==> src/rtl/input_pkg.sv <==
// Shared constants and types for the input mapper: scan codes, joystick bit
// positions, the coin hold default and the per-player control bundle.
package input_pkg;

   localparam int COIN_CNT_W = 20;
   localparam logic [COIN_CNT_W-1:0] COIN_HOLD_DEFAULT = 20'd960000;

   // Joystick bit positions
   localparam int JOY_RIGHT = 0;
   localparam int JOY_LEFT  = 1;
   localparam int JOY_DOWN  = 2;
   localparam int JOY_UP    = 3;
   localparam int JOY_B1    = 4;
   localparam int JOY_B2    = 5;
   localparam int JOY_B3    = 6;
   localparam int JOY_START = 7;
   localparam int JOY_COIN  = 8;
   localparam int JOY_PAUSE = 9;

   // Player 1 arrows, only recognised with the extended flag
   localparam logic [7:0] SC_P1_UP    = 8'h75;
   localparam logic [7:0] SC_P1_DOWN  = 8'h72;
   localparam logic [7:0] SC_P1_LEFT  = 8'h6B;
   localparam logic [7:0] SC_P1_RIGHT = 8'h74;

   // Player 1 buttons and system keys
   localparam logic [7:0] SC_P1_B1    = 8'h14;
   localparam logic [7:0] SC_P1_B2    = 8'h11;
   localparam logic [7:0] SC_P1_B3    = 8'h29;
   localparam logic [7:0] SC_P1_START = 8'h16;
   localparam logic [7:0] SC_P1_COIN  = 8'h2E;
   localparam logic [7:0] SC_P1_PAUSE = 8'h4D;

   // Player 2 keys
   localparam logic [7:0] SC_P2_UP    = 8'h2D;
   localparam logic [7:0] SC_P2_DOWN  = 8'h2B;
   localparam logic [7:0] SC_P2_LEFT  = 8'h23;
   localparam logic [7:0] SC_P2_RIGHT = 8'h34;
   localparam logic [7:0] SC_P2_B1    = 8'h1C;
   localparam logic [7:0] SC_P2_B2    = 8'h1B;
   localparam logic [7:0] SC_P2_B3    = 8'h15;
   localparam logic [7:0] SC_P2_START = 8'h1E;
   localparam logic [7:0] SC_P2_COIN  = 8'h36;

   // Service keys
   localparam logic [7:0] SC_SERVICE1 = 8'h46;
   localparam logic [7:0] SC_SERVICE2 = 8'h45;

   // One player's worth of controls; buttons ordered {b3,b2,b1}
   typedef struct packed {
      logic       up;
      logic       down;
      logic       left;
      logic       right;
      logic [2:0] buttons;
      logic       start;
      logic       coin;
      logic       pause;
   } ctrl_t;

   // Ownership of an axis when both directions are held
   typedef enum logic [1:0] {
      SOCD_NONE = 2'd0,
      SOCD_NEG  = 2'd1,
      SOCD_POS  = 2'd2
   } socd_state_t;

   // Unpack the low ten joystick bits into the control bundle
   function automatic ctrl_t joy_to_ctrl(input logic [9:0] joy);
      ctrl_t c;
      c.up      = joy[JOY_UP];
      c.down    = joy[JOY_DOWN];
      c.left    = joy[JOY_LEFT];
      c.right   = joy[JOY_RIGHT];
      c.buttons = {joy[JOY_B3], joy[JOY_B2], joy[JOY_B1]};
      c.start   = joy[JOY_START];
      c.coin    = joy[JOY_COIN];
      c.pause   = joy[JOY_PAUSE];
      return c;
   endfunction

endpackage

==> src/rtl/socd_axis.sv <==
// Resolves one axis (a neg/pos direction pair) so opposite directions are
// never reported together: the most recently risen direction wins, and a
// simultaneous rise blanks the axis until one side is released.
module socd_axis
   import input_pkg::*;
(
   input  logic clk_sys,
   input  logic reset_n,
   input  logic in_neg,
   input  logic in_pos,
   output logic out_neg,
   output logic out_pos,
   output logic last_pos
);

   socd_state_t state;
   socd_state_t state_nxt;
   logic        prev_neg;
   logic        prev_pos;
   logic        rise_neg;
   logic        rise_pos;
   logic        res_neg;
   logic        res_pos;

   assign rise_neg = in_neg & ~prev_neg;
   assign rise_pos = in_pos & ~prev_pos;

   // Track which side rose last and derive the resolved pair from it
   always_comb begin
      state_nxt = state;
      res_neg   = in_neg;
      res_pos   = in_pos;
      if (rise_neg && rise_pos) begin
         state_nxt = SOCD_NONE;
      end else if (rise_neg) begin
         state_nxt = SOCD_NEG;
      end else if (rise_pos) begin
         state_nxt = SOCD_POS;
      end
      if (in_neg && in_pos) begin
         res_neg = (state_nxt == SOCD_NEG);
         res_pos = (state_nxt == SOCD_POS);
      end
   end

   // State, edge history and registered outputs
   always_ff @(posedge clk_sys) begin
      if (!reset_n) begin
         state    <= SOCD_NONE;
         prev_neg <= 1'b0;
         prev_pos <= 1'b0;
         out_neg  <= 1'b0;
         out_pos  <= 1'b0;
      end else begin
         state    <= state_nxt;
         prev_neg <= in_neg;
         prev_pos <= in_pos;
         out_neg  <= res_neg;
         out_pos  <= res_pos;
      end
   end

   assign last_pos = (state == SOCD_POS);

endmodule

==> src/rtl/input_mapper.sv <==
// Maps PS/2 key events and two joysticks onto arcade player controls.
// Pipeline: key state / toggle detect -> raw control register -> outputs,
// with SOCD cleaning on the directions and a fixed-length coin pulse.
module input_mapper
   import input_pkg::*;
#(
   parameter logic [COIN_CNT_W-1:0] COIN_HOLD = COIN_HOLD_DEFAULT
) (
   input  logic        clk_sys,
   input  logic        reset_n,
   input  logic [10:0] ps2_key,
   input  logic [10:0] joystick_0,
   input  logic [10:0] joystick_1,
   output logic        p1_up,
   output logic        p1_down,
   output logic        p1_left,
   output logic        p1_right,
   output logic        p1_start,
   output logic        p1_coin,
   output logic        p1_pause,
   output logic [2:0]  p1_buttons,
   output logic        p2_up,
   output logic        p2_down,
   output logic        p2_left,
   output logic        p2_right,
   output logic        p2_start,
   output logic        p2_coin,
   output logic        p2_pause,
   output logic [2:0]  p2_buttons,
   output logic        service1,
   output logic        service2
);

   logic        toggle_q;
   logic        key_event;
   logic        key_pressed;
   logic        key_ext;
   logic [7:0]  key_code;

   ctrl_t       key_p1;
   ctrl_t       key_p2;
   ctrl_t       key_p1_nxt;
   ctrl_t       key_p2_nxt;
   logic [1:0]  svc_key;
   logic [1:0]  svc_nxt;

   ctrl_t       raw_p1;
   ctrl_t       raw_p2;
   ctrl_t       raw_p1_q;
   ctrl_t       raw_p2_q;
   logic [1:0]  svc_q;

   logic [1:0]            coin_raw;
   logic [1:0]            coin_prev;
   logic [COIN_CNT_W-1:0] coin_cnt     [2];
   logic [COIN_CNT_W-1:0] coin_cnt_nxt [2];

   logic [3:0]  socd_last;
   logic        unused_ok;

   assign key_event   = (ps2_key[10] != toggle_q);
   assign key_pressed = ps2_key[9];
   assign key_ext     = ps2_key[8];
   assign key_code    = ps2_key[7:0];

   // Decode a key event into the matching key-state bit; unmapped codes fall through
   always_comb begin
      key_p1_nxt = key_p1;
      key_p2_nxt = key_p2;
      svc_nxt    = svc_key;
      if (key_event) begin
         if (key_ext) begin
            case (key_code)
               SC_P1_UP:    key_p1_nxt.up    = key_pressed;
               SC_P1_DOWN:  key_p1_nxt.down  = key_pressed;
               SC_P1_LEFT:  key_p1_nxt.left  = key_pressed;
               SC_P1_RIGHT: key_p1_nxt.right = key_pressed;
               default: ;
            endcase
         end
         case (key_code)
            SC_P1_B1:    key_p1_nxt.buttons[0] = key_pressed;
            SC_P1_B2:    key_p1_nxt.buttons[1] = key_pressed;
            SC_P1_B3:    key_p1_nxt.buttons[2] = key_pressed;
            SC_P1_START: key_p1_nxt.start      = key_pressed;
            SC_P1_COIN:  key_p1_nxt.coin       = key_pressed;
            SC_P1_PAUSE: key_p1_nxt.pause      = key_pressed;
            SC_P2_UP:    key_p2_nxt.up         = key_pressed;
            SC_P2_DOWN:  key_p2_nxt.down       = key_pressed;
            SC_P2_LEFT:  key_p2_nxt.left       = key_pressed;
            SC_P2_RIGHT: key_p2_nxt.right      = key_pressed;
            SC_P2_B1:    key_p2_nxt.buttons[0] = key_pressed;
            SC_P2_B2:    key_p2_nxt.buttons[1] = key_pressed;
            SC_P2_B3:    key_p2_nxt.buttons[2] = key_pressed;
            SC_P2_START: key_p2_nxt.start      = key_pressed;
            SC_P2_COIN:  key_p2_nxt.coin       = key_pressed;
            SC_SERVICE1: svc_nxt[0]            = key_pressed;
            SC_SERVICE2: svc_nxt[1]            = key_pressed;
            default: ;
         endcase
      end
   end

   // Key-state and toggle history; the toggle tracks the input during reset so no stale event fires
   always_ff @(posedge clk_sys) begin
      if (!reset_n) begin
         toggle_q <= ps2_key[10];
         key_p1   <= '0;
         key_p2   <= '0;
         svc_key  <= '0;
      end else begin
         toggle_q <= ps2_key[10];
         key_p1   <= key_p1_nxt;
         key_p2   <= key_p2_nxt;
         svc_key  <= svc_nxt;
      end
   end

   // P2 has no pause key, so key_p2.pause never leaves 0 and pause comes from the joystick
   assign raw_p1 = key_p1 | joy_to_ctrl(joystick_0[9:0]);
   assign raw_p2 = key_p2 | joy_to_ctrl(joystick_1[9:0]);

   // Register the merged raw controls
   always_ff @(posedge clk_sys) begin
      if (!reset_n) begin
         raw_p1_q <= '0;
         raw_p2_q <= '0;
         svc_q    <= '0;
      end else begin
         raw_p1_q <= raw_p1;
         raw_p2_q <= raw_p2;
         svc_q    <= svc_key;
      end
   end

   socd_axis u_p1_vert (
      .clk_sys  (clk_sys),
      .reset_n  (reset_n),
      .in_neg   (raw_p1_q.up),
      .in_pos   (raw_p1_q.down),
      .out_neg  (p1_up),
      .out_pos  (p1_down),
      .last_pos (socd_last[0])
   );

   socd_axis u_p1_horz (
      .clk_sys  (clk_sys),
      .reset_n  (reset_n),
      .in_neg   (raw_p1_q.left),
      .in_pos   (raw_p1_q.right),
      .out_neg  (p1_left),
      .out_pos  (p1_right),
      .last_pos (socd_last[1])
   );

   socd_axis u_p2_vert (
      .clk_sys  (clk_sys),
      .reset_n  (reset_n),
      .in_neg   (raw_p2_q.up),
      .in_pos   (raw_p2_q.down),
      .out_neg  (p2_up),
      .out_pos  (p2_down),
      .last_pos (socd_last[2])
   );

   socd_axis u_p2_horz (
      .clk_sys  (clk_sys),
      .reset_n  (reset_n),
      .in_neg   (raw_p2_q.left),
      .in_pos   (raw_p2_q.right),
      .out_neg  (p2_left),
      .out_pos  (p2_right),
      .last_pos (socd_last[3])
   );

   assign coin_raw = {raw_p2_q.coin, raw_p1_q.coin};

   // Coin hold counters: an edge only loads an idle counter, so holding or re-pressing never stretches a pulse
   always_comb begin
      for (int p = 0; p < 2; p++) begin
         coin_cnt_nxt[p] = coin_cnt[p];
         if (coin_cnt[p] != '0) begin
            coin_cnt_nxt[p] = coin_cnt[p] - COIN_CNT_W'(1);
         end else if (coin_raw[p] && !coin_prev[p]) begin
            coin_cnt_nxt[p] = COIN_HOLD;
         end
      end
   end

   // Coin counters and edge history
   always_ff @(posedge clk_sys) begin
      if (!reset_n) begin
         coin_prev <= '0;
         for (int p = 0; p < 2; p++) begin
            coin_cnt[p] <= '0;
         end
      end else begin
         coin_prev <= coin_raw;
         for (int p = 0; p < 2; p++) begin
            coin_cnt[p] <= coin_cnt_nxt[p];
         end
      end
   end

   // Registered level outputs and coin pulse flags
   always_ff @(posedge clk_sys) begin
      if (!reset_n) begin
         p1_buttons <= '0;
         p1_start   <= 1'b0;
         p1_pause   <= 1'b0;
         p1_coin    <= 1'b0;
         p2_buttons <= '0;
         p2_start   <= 1'b0;
         p2_pause   <= 1'b0;
         p2_coin    <= 1'b0;
         service1   <= 1'b0;
         service2   <= 1'b0;
      end else begin
         p1_buttons <= raw_p1_q.buttons;
         p1_start   <= raw_p1_q.start;
         p1_pause   <= raw_p1_q.pause;
         p1_coin    <= (coin_cnt_nxt[0] != '0);
         p2_buttons <= raw_p2_q.buttons;
         p2_start   <= raw_p2_q.start;
         p2_pause   <= raw_p2_q.pause;
         p2_coin    <= (coin_cnt_nxt[1] != '0);
         service1   <= svc_q[0];
         service2   <= svc_q[1];
      end
   end

   // Joystick bit 10 and the axis ownership flags have no consumer here
   assign unused_ok = &{1'b0, joystick_0[10], joystick_1[10], socd_last};

endmodule
==> config.mk <==
export PLATFORM = sky130hd
export DESIGN_NAME = input_mapper
export DESIGN_NICKNAME = d
export VERILOG_FILES = /design/src/rtl/input_pkg.sv /design/src/rtl/socd_axis.sv /design/src/rtl/input_mapper.sv
export SDC_FILE = /design/constraint.sdc
export NUM_CORES = 1
export LEC_CHECK = 0
export ABC_AREA = 1
export BUFFER_PORTS_ARGS = -buffer_cell sky130_fd_sc_hd__buf_2
export CAP_MARGIN = 10
export CORE_UTILIZATION = 59
export CTS_CLUSTER_DIAMETER = 100
export CTS_CLUSTER_SIZE = 24
export DETAILED_ROUTE_END_ITERATION = 10
export PLACE_DENSITY_LB_ADDON = 0.08
export RECOVER_POWER = 100
export SYNTH_ARGS = -nofsm -noshare
export SYNTH_HDL_FRONTEND = slang
export SYNTH_HIERARCHICAL = 1
export SYNTH_SLANG_ARGS = --single-unit
==> constraint.sdc <==
create_clock -name clk_sys -period 2 [get_ports clk_sys]
set_input_delay 0.1 -clock clk_sys [delete_from_list [all_inputs] [get_ports clk_sys]]
set_output_delay 0.1 -clock clk_sys [all_outputs]
set_load 0.02 [all_outputs]
=== After elaboration in Yosys (flattened, before gate mapping) ===
Memory sizes are Yosys's and may differ from the RTL's.
Index checks and enable logic that the tools add are counted.

* Logic and storage cells: 188
* Output and inout port bits: 22
* Register bits after elaboration: 84
* Memories: 1
* Bits in writable memories: 40

{| class="wikitable"
|+ Memories
! name !! depth !! width !! rd ports !! clocked after Yosys merged registers in !! write ports !! line !! RTL
|-
| coin_cnt || 2 || 20 || 2 || 0 || 2 || input_mapper.sv:55 || <nowiki>logic [COIN_CNT_W-1:0] coin_cnt [2];</nowiki>
|}

* Bitwise gates (word level): 20
* Mux-type cells: 28
* Equality and inequality tests: 30
* Add/subtract/negate cells: 2
* Reductions and logical operators: 37

{| class="wikitable"
|+ Operators with widths
! cell !! number
|-
| $mux W20 || 6
|-
| $reduce_bool A20 Y1 || 4
|-
| $eq A8 B5 Y1 const B || 7
|-
| $eq A8 B6 Y1 const B || 7
|-
| $eq A8 B7 Y1 const B || 7
|-
| $sub A20 B1 Y20 const B || 2
|-
| $reduce_and A2 Y1 || 17
|-
| $mux W2 || 12
|-
| $or A10 B10 Y10 || 2
|-
| $reduce_and A3 Y1 || 4
|-
| $logic_and A1 B1 Y1 || 10
|-
| $mux W1 || 10
|-
| $and A1 B1 Y1 || 8
|-
| $eq A2 B1 Y1 const B || 4
|-
| $eq A2 B2 Y1 const B || 4
|-
| $not A1 Y1 || 8
|-
| $logic_not A1 Y1 || 2
|-
| $or A1 B1 Y1 || 2
|-
| $ne A1 B1 Y1 || 1
|}

=== Logic depth before layout (Yosys ltp) ===
* Word-level depth: 7
* Gate-level depth with buffers: 14
* Depth with buffers taken out: 13

=== Modules after synthesis ===
Netlist, hierarchy kept.

{| class="wikitable"
|+ Modules (own cells, without submodules)
! module !! times used !! cells each !! area each (um^2) !! seq. area each (um^2)
|-
| input_mapper || 1 || 721 || 4737.0 || 2001.9
|-
| socd_axis || 4 || 34 || 237.7 || 120.1
|}

=== Worst setup path before layout ===
No wires, ideal clock.

* Path kind: register to register
* From: memory coin_cnt[1][0] (netlist: coin_cnt[0][20])
* To: register p2_coin
* Setup slack: 282 ps
* Data arrival time: 1591 ps
* Data required time: 1872 ps
* Cell stages (with the launch flop): 14
* Cells stage by stage: dfxtp_1 -> inv_1 -> ha_1 -> clkbuf_2 -> nand2_1 -> nor2_1 -> nand2_1 -> xor2_1 -> nand2_1 -> inv_1 -> nor2_1 -> nand2_1 -> nor2_1 -> nor2_1

{| class="wikitable"
|+ RTL lines
! element !! line !! RTL
|-
| start, declared || input_mapper.sv:55 ||
|-
| end signal, assigned || input_mapper.sv:226 || <nowiki>p2_coin <= (coin_cnt_nxt[1] != '0);</nowiki>
|-
| end, declared || input_mapper.sv:27 || <nowiki>output logic p2_coin,</nowiki>
|}

==> metrics.txt <==
outcome=completed; gate count after technology mapping=around 850; DRT Pass-1 Iters=4; YS warnings=6; total gr overflow=0; Leakage=3.499 nW; vias in the first global route=5180; number of diodes=0; Critical Path Sink Type=flop; Area Overhead vs Synth=23.67%; Worst Setup Path Type=flop to flop; share of post-route cells with drive strength above 1=11.02%; post-route ant nets=0; worst-path fanout max=10; Final Max Tran Viols=0; row count=35; Pwr Density=approximately 1600 mW/mm2; pre-CTS WS=0.1528 ns; Worst-Margin Slew=0.9781 ns; CP Launch Type=flop; H-tree levels=4; GPL Wtd Cong=0.8956; clock period minus worst slack=1.881 ns; Die Span X=100.1 um; CTS tree=built; Syn Area/Cell=between 6 and 7 um2; final wirelength=13440 um; clk sink count=about 120; Clock Path Buffers=2; cell area after synthesis=0.005673 mm2; die height=100.1 um; required time of the critical path=2.40 ns; Via Count=approximately 5500; core footprint=0.009284 mm2; die area=0.01001 mm2; syn nets=892; Final setup viols=0; total CTS buffers=17; largest net degree at the start of global routing=70; total chip power=0.01100 W; GRT Overall Usage=between 20 and 30%; CP arrival=2.28 ns; Clock Skew=0.005532 ns; peak supply drop=0.001130 V; HP Class=input pin to flop; setup ws final=0.1187 ns; Clock Pin Slew Worst Setup and Hold Paths=roughly 0.060 ns; drt first-iter violations=333; first-pass GRT wire length=22480 um; slew margin rel.=a little over a third; Final #Nets=997; Initial Util=between 60 and 70%; fmax=0.5316 GHz; root buffer cell=clkbuf_8; Routed wire per std cell=approximately 12 um; final period utilization=94.06%; HPWL after detailed placement=between 9000 and 10000 um; I/O Pins=57; Post-Route Utilization=75.57%; Fin. Hold Viols=0; vias per cell=5.018; PortBufs=54; initial antenna violation count=0; later-pin clock latency in the skew report=0.52 ns; DR DRC count=0; max-cap viol count=0
[area by class of cell]
type,instances,area [um2]
tap,129,161.4
timing repair buffer,103,701.9
clock buffer,25,464.2
multi-input combinational,587,2666
inverter,125,473.0
sequential,124,2484
clock inverter,7,65.06
fill,743,2268
[registers in the layout, indices dropped and copies added, names as in the netlist, 2 cells and up]
register and flops:
coin_cnt 40, coin_prev 2, coin_raw 2, key_p1 10, key_p2 9, p1_buttons 3, p2_buttons 3, raw_p1_q 9
raw_p2_q 9, svc_key 2, svc_q 2, u_p1_horz/state 2, u_p1_vert/state 2, u_p2_horz/state 2, u_p2_vert/state 2
[power breakdown]
part | switching, W | leakage, nW | internal [W]
Sequential | 0.000326 | 1.02 | 0.00286
Combinational | 0.00330 | 2.23 | 0.00176
Clock | 0.00104 | 0.256 | 0.00170
[metrics by stage]
step | TNS, ns | cell area [um2] | cells | hold slack, ns
6_report | 0 | 7015 | 1100 | 0.005518
4_1_cts | 0 | 6987 | 1096 | 0.01544
5_1_grt | -0.006571 | 7015 | 1100 | -0.0005752
3_3_place_gp | 0 | 6127 | 1031 | 0.2237
3_5_place_dp | 0 | 6127 | 1031 | 0.2284
2_1_floorplan | 0 | 5673 | 853 | 0.1277
[cells in the final DEF (no fill, tap or decap), drive strengths merged, types with 24 or more instances in the layout]
cell         instances
buf                 45
nand3               51
dfxtp              124
inv                124
a21oi               51
dlygate4sd3         32
clkbuf              51
nand2              234
nor2               176
o21ai               24
[worst max-delay path, cell delays in order (launching register included)]
cell	delay, ns
dfxtp_1	0.32
inv_4	0.11
ha_1	0.18
nand2_1	0.06
nor2_1	0.14
nand3_2	0.12
buf_4	0.18
nand2_1	0.09
nand3_1	0.14
nor2_2	0.18
nand3_1	0.09
nor2_1	0.11
nor2_1	0.04
[timing repair]
action | 4_1_cts | 5_1_grt
resized for setup | 0 | 14
endpoints found under the setup margin | 0 | 5
hold endpoints to repair | 37 | 0
hold buffers | 33 | 0
buffers inserted | 0 | 4
[worst paths after layout]
| check | from | to | slack [ns] | cells after the start |
|---|---|---|---|---|
| worst max-delay path | coin_cnt[0][0] | p1_coin | 0.12 | 12 |
| worst min-delay path | ps2_key[0] | key_p2[7] | 0.006 | 3 |
| worst max register to register | coin_cnt[0][0] | p1_coin | 0.12 | 12 |
| worst min register to register | raw_p1_q[0] | p1_pause | 0.41 | 2 |
[per-layer routing]
layer  routed length [um]  part of all wire, %  global-route usage [%]  up-vias
met5                    0                    0                       0        -
met2                 6472                   48                   49.44      157
met4                  263                  2.0                   10.93        0
li1                     -                    -                       -     2852
met1                 6038                   45                   33.88     2485
met3                  661                  4.9                   6.616       26
Note: power is estimated with default switching activity, not from simulation.
